`src/rtl/pc_fetch_ctrl.sv`:
```
// pc_fetch_ctrl: fetch PC register, one-outstanding IMEM request sequencer and single-entry instruction buffer
//   clk            core clock
//   rst            asynchronous active-low reset
//   pc_out         current fetch PC toward ins_fetch
//   pc_plus_4_in   sequential next PC from ins_fetch
//   imem_req/addr  request to the shared IMEM arbiter; imem_gnt accepts it
//   imem_rvalid    returned instruction word on imem_rdata
//   redirect_*     taken branch/jump target from EX, highest priority
//   if_valid/pc/instr, id_ready  buffered instruction toward decode
module pc_fetch_ctrl #(
    parameter logic [31:0] RESET_PC = 32'h0000_0000
) (
    input  logic        clk,
    input  logic        rst,
    output logic [31:0] pc_out,
    input  logic [31:0] pc_plus_4_in,
    output logic        imem_req,
    output logic [31:0] imem_addr,
    input  logic        imem_gnt,
    input  logic        imem_rvalid,
    input  logic [31:0] imem_rdata,
    input  logic        redirect_valid,
    input  logic [31:0] redirect_pc,
    output logic        if_valid,
    output logic [31:0] if_pc,
    output logic [31:0] if_instr,
    input  logic        id_ready
);
    typedef enum logic [1:0] {S_IDLE, S_REQ, S_WAIT} state_t;
    state_t      state_q, state_d;
    logic [31:0] pc_q, pc_d, req_pc_q, req_pc_d, if_pc_q, if_pc_d, if_instr_q, if_instr_d;
    logic        if_valid_q, if_valid_d, kill_q, kill_d, buf_free, fire;
    // Issue only when the buffer will have room by the time data returns
    assign buf_free  = !if_valid_q || id_ready;
    assign imem_req  = state_q == S_REQ && buf_free;
    assign fire      = imem_req && imem_gnt;
    assign pc_out    = pc_q;
    assign imem_addr = pc_q;
    assign if_valid  = if_valid_q;
    assign if_pc     = if_pc_q;
    assign if_instr  = if_instr_q;
    always_comb begin
        state_d    = state_q;
        pc_d       = pc_q;
        req_pc_d   = req_pc_q;
        kill_d     = kill_q;
        if_valid_d = (if_valid_q && id_ready) ? 1'b0 : if_valid_q;
        if_pc_d    = if_pc_q;
        if_instr_d = if_instr_q;
        if (redirect_valid) begin
            pc_d       = redirect_pc & ~32'h3;
            if_valid_d = 1'b0;
            // A granted or still-pending request must have its response swallowed
            if (fire || (state_q == S_WAIT && !imem_rvalid)) begin
                kill_d  = 1'b1;
                state_d = S_WAIT;
            end else begin
                kill_d  = 1'b0;
                state_d = S_REQ;
            end
        end else begin
            case (state_q)
                S_IDLE: state_d = S_REQ;
                S_REQ: if (fire) begin
                    req_pc_d = pc_q;
                    pc_d     = pc_plus_4_in;
                    state_d  = S_WAIT;
                end
                S_WAIT: if (imem_rvalid) begin
                    if (!kill_q) begin
                        if_valid_d = 1'b1;
                        if_pc_d    = req_pc_q;
                        if_instr_d = imem_rdata;
                    end
                    kill_d  = 1'b0;
                    state_d = S_REQ;
                end
                default: state_d = S_IDLE;
            endcase
        end
    end
    always_ff @(posedge clk or negedge rst) begin
        if (!rst) begin
            state_q    <= S_IDLE;
            pc_q       <= RESET_PC;
            req_pc_q   <= '0;
            kill_q     <= 1'b0;
            if_valid_q <= 1'b0;
            if_pc_q    <= '0;
            if_instr_q <= '0;
        end else begin
            state_q    <= state_d;
            pc_q       <= pc_d;
            req_pc_q   <= req_pc_d;
            kill_q     <= kill_d;
            if_valid_q <= if_valid_d;
            if_pc_q    <= if_pc_d;
            if_instr_q <= if_instr_d;
        end
    end
endmodule
```
`config.mk`:
```
export PLATFORM = sky130hd
export DESIGN_NAME = pc_fetch_ctrl
export DESIGN_NICKNAME = d
export VERILOG_FILES = /design/src/rtl/pc_fetch_ctrl.sv
export SDC_FILE = /design/constraint.sdc
export NUM_CORES = 1
export LEC_CHECK = 0
export CORE_MARGIN = 2
export CORE_UTILIZATION = 40
export CTS_CLUSTER_SIZE = 12
export DETAILED_ROUTE_END_ITERATION = 8
export PLACE_DENSITY_LB_ADDON = 0.15
export SLEW_MARGIN = 10
export SYNTH_ARGS = -nofsm -noshare
export SYNTH_HDL_FRONTEND = slang
export SYNTH_SLANG_ARGS = --single-unit
```
`constraint.sdc`:
```
create_clock -name clk -period 3.98 [get_ports clk]
set_clock_uncertainty 0.2 [all_clocks]
set_input_delay 0.796 -clock clk [delete_from_list [all_inputs] [get_ports clk]]
set_output_delay 0.796 -clock clk [all_outputs]
set_load 0.01 [all_outputs]
```
==> run_results.csv <==
group,metric,value,unit
status,status,"finished, final reports clean",
floorplanning,num_io_pins,232,
timing,final_hold_viol_count,0,
route,ant_nets,0,
global_routing,track_usage,0.1943,
placed_design,place_area,8180,um2
yosys,syn_avg_cell_area,13.60,um2
pwr,power.switching,0.001704,W
route,drt-total-wl,15.16,mm
cells_and_area,final_common_cell,"clkdlybuf4s50_1",
clocking,cts.repair.resized,0,
clocking,htreeDepth,4,
yosys,synth_warnings,0,
yosys,synthesis.area,6026,um2
route,drtIter0Drc,252,
hold_path,min_path_type,"flop to flop",
timing,final-setup-viol-count,0,
floorplanning,start_util,0.4115,
setup_path,crit_required,2.98,ns
cells_and_area,syn_to_final_growth,46.41,%
clocking,ctsHoldBuffers,0,
pwr,power_leakage,3.822,nW
pwr,combPwrFrac,0.361,
timing,post-route-min-period,3.696,ns
route,wl_per_cell,18.33,um
setup_path,cp.arrival,2.70,ns
timing,timing.final.crit_share,0.9286,
global_routing,grt-ovfl-total,0,
timing,max_slew_margin,0.2560,
clocking,cts_buffers,17,
floorplanning,dieArea,16060,um2
timing,finalSetupTns,0,ns
route,vias_per_cell,5.135,
floorplanning,die_w,126.7,um
setup_path,worstPathMaxFanout,34,
clocking,post_cts_buffers,0,
timing,fmax,270.6,MHz
clocking,cts.sinks,132,
floorplanning,rows,44,
global_routing,grt_first_pass_wirelength,24.14,mm
pwr,intPower,0.004365,W
route,drc_errors,0,
yosys,yosysSeqAreaShare,0.5482,
yosys,yosysUniqueCellTypes,28,
yosys,synth_cells,443,
timing,slew_violations,0,
yosys,syn-num-nets,545,
clocking,cts-root-buf,"clkbuf_16",
route,dr.pass1.iters,4,
cells_and_area,fillCellCount,1185,
run,maxCapViolCount,0,
global_routing,grt_max_degree,114,
clocking,tritoncts,"built",
timing,whs,0.2936,ns
cells_and_area,diodes,0,
placed_design,io_buffers,229,
pwr,clock_power_share,0.279,
cells_and_area,fin_area,8822,um2
floorplanning,die_h,126.7,um
setup_path,startpoint_type,"input port",
cells_and_area,nets,732,
yosys,synth_seq_cells,132,
timing,rsz0062_at_grt,"no",
timing,tightest_slew,1.116,ns
route,vias,4247,
global_routing,grt_pass1_vias,4377,
pwr,netSwitchingFraction,0.2808,
pwr,powerDensity,687.9,nW/um2
pwr,ir_worst_vdd,310.3,uV
clocking,clock_latency,0.41,ns
cells_and_area,mostFrequentLayoutCells,"clkdlybuf4s50_1 (227), dfrtp_1 (132), mux2_4 (49), mux2_2 (46), a21oi_1 (33)",
pwr,seq_power_share,0.360,
setup_path,end_kind,"output pin",
global_routing,antenna_found_initial,0,
clocking,clkTransAtPathRegs,0.05,ns
clocking,clock_path_buffers,2,
setup_path,critPathKind,"input port to output pin",
placed_design,dp_hpwl,9.884,mm
placed_design,gp_congestion,0.7494,
floorplanning,coreArea,14640,um2
cells_and_area,drive_gt1_frac,0.2224,
==> stage by stage <==
step                total power (W)  instances  worst slack, ns  utilization
floorplan                  0.003326        443            1.406            -
CTS                        0.006146        827           0.2983       0.6024
detailed placement         0.004414        795           0.3264       0.5586
finish                     0.006069        827           0.2841       0.6024
global placement           0.004356        795           0.3519       0.5586
global route               0.006401        827           0.1791       0.6024
==> routing by layer <==
| layer | global-route usage | routed length [um] |
|---|---|---|
| met2 | 0.3084 | 7182 |
| met1 | 0.2480 | 6593 |
| met3 | 0.06706 | 1028 |
| met5 | 0 | 0 |
| met4 | 0.07111 | 354 |
==> path summary, 6_finish.rpt <==
| check | from | end | depth (start not counted) | slack, ns |
|---|---|---|---|---|
| worst min register to register | req_pc_q[28] | req_pc_q[28] | 1 | 0.29 |
| worst max-delay path | id_ready | imem_req | 4 | 0.28 |
| max in group asynchronous | rst | req_pc_q[20] | 2 | 2.32 |
| worst max register to register | state_q[0] | if_pc[9] | 4 | 1.62 |
| worst min-delay path | req_pc_q[28] | req_pc_q[28] | 1 | 0.29 |
| min in group asynchronous | rst | if_instr[11] | 1 | 0.34 |
==> sequential cells by signal (all words and copies together), names as in the netlist <==
signal     flops
if_valid       1
req_pc_q      32
imem_addr     32
if_instr      32
state_q        2
kill_q         1
if_pc         32
==> power by group through the flow <==
stage / logic [W] / registers (W) / clock network [W]
after CTS: 0.00222 / 0.00219 / 0.00174
after floorplan: 0.00103 / 0.00229 / 0
after global placement: 0.00218 / 0.00217 / 0
after global routing: 0.00234 / 0.00226 / 0.00180
final: 0.00219 / 0.00218 / 0.00169
after detailed placement: 0.00221 / 0.00220 / 0
==> Yosys cell counts (all sizes together) <==
cell / n / area [um2]
a21boi: 1 / 7.510
nand4: 2 / 12.51
or3b: 1 / 8.760
inv: 1 / 3.750
a31oi: 1 / 6.260
and2b: 1 / 7.510
nor2b: 31 / 193.9
clkbuf: 26 / 97.59
nand2b: 2 / 12.51
nand2: 1 / 3.750
nand3: 1 / 5.000
o31ai: 32 / 240.2
o21ai: 1 / 5.000
mux2i: 1 / 10.01
dfrtp: 132 / 3303
or3: 1 / 6.260
a21oi: 33 / 165.2
a41oi: 30 / 262.8
nor2: 1 / 3.750
mux2: 96 / 1265
buf: 46 / 364.1
nand3b: 1 / 20.02
nor4: 1 / 21.27
==> cell type report <==
cell class,instances,area [um2],area share
inverters,1,3.754,0.0004255
clock buffers,22,464.2,0.05262
multi-input cells,238,2272,0.2576
flip-flops and latches,132,3303,0.3744
well taps,184,230.2,0.02610
clock inverters,10,177.7,0.02014
repair buffers,240,2371,0.2688
==> cells by family after synthesis <==
family                 after synthesis  share of synthesized area
flip-flops                         132                     0.5482
multiplexers                        97                     0.2116
AND/OR/NAND/NOR                     43                    0.04900
buffers and inverters               73                    0.07724
AO/OA/AOI/OAI                       98                     0.1140
==> critical path, cell delays in order <==
cell             delay [ns]
clkdlybuf4s50_1        0.45
nor2b_4                0.78
nor2_1                 0.14
clkdlybuf4s50_1        0.52
Note: power is estimated with default switching activity, not from simulation.
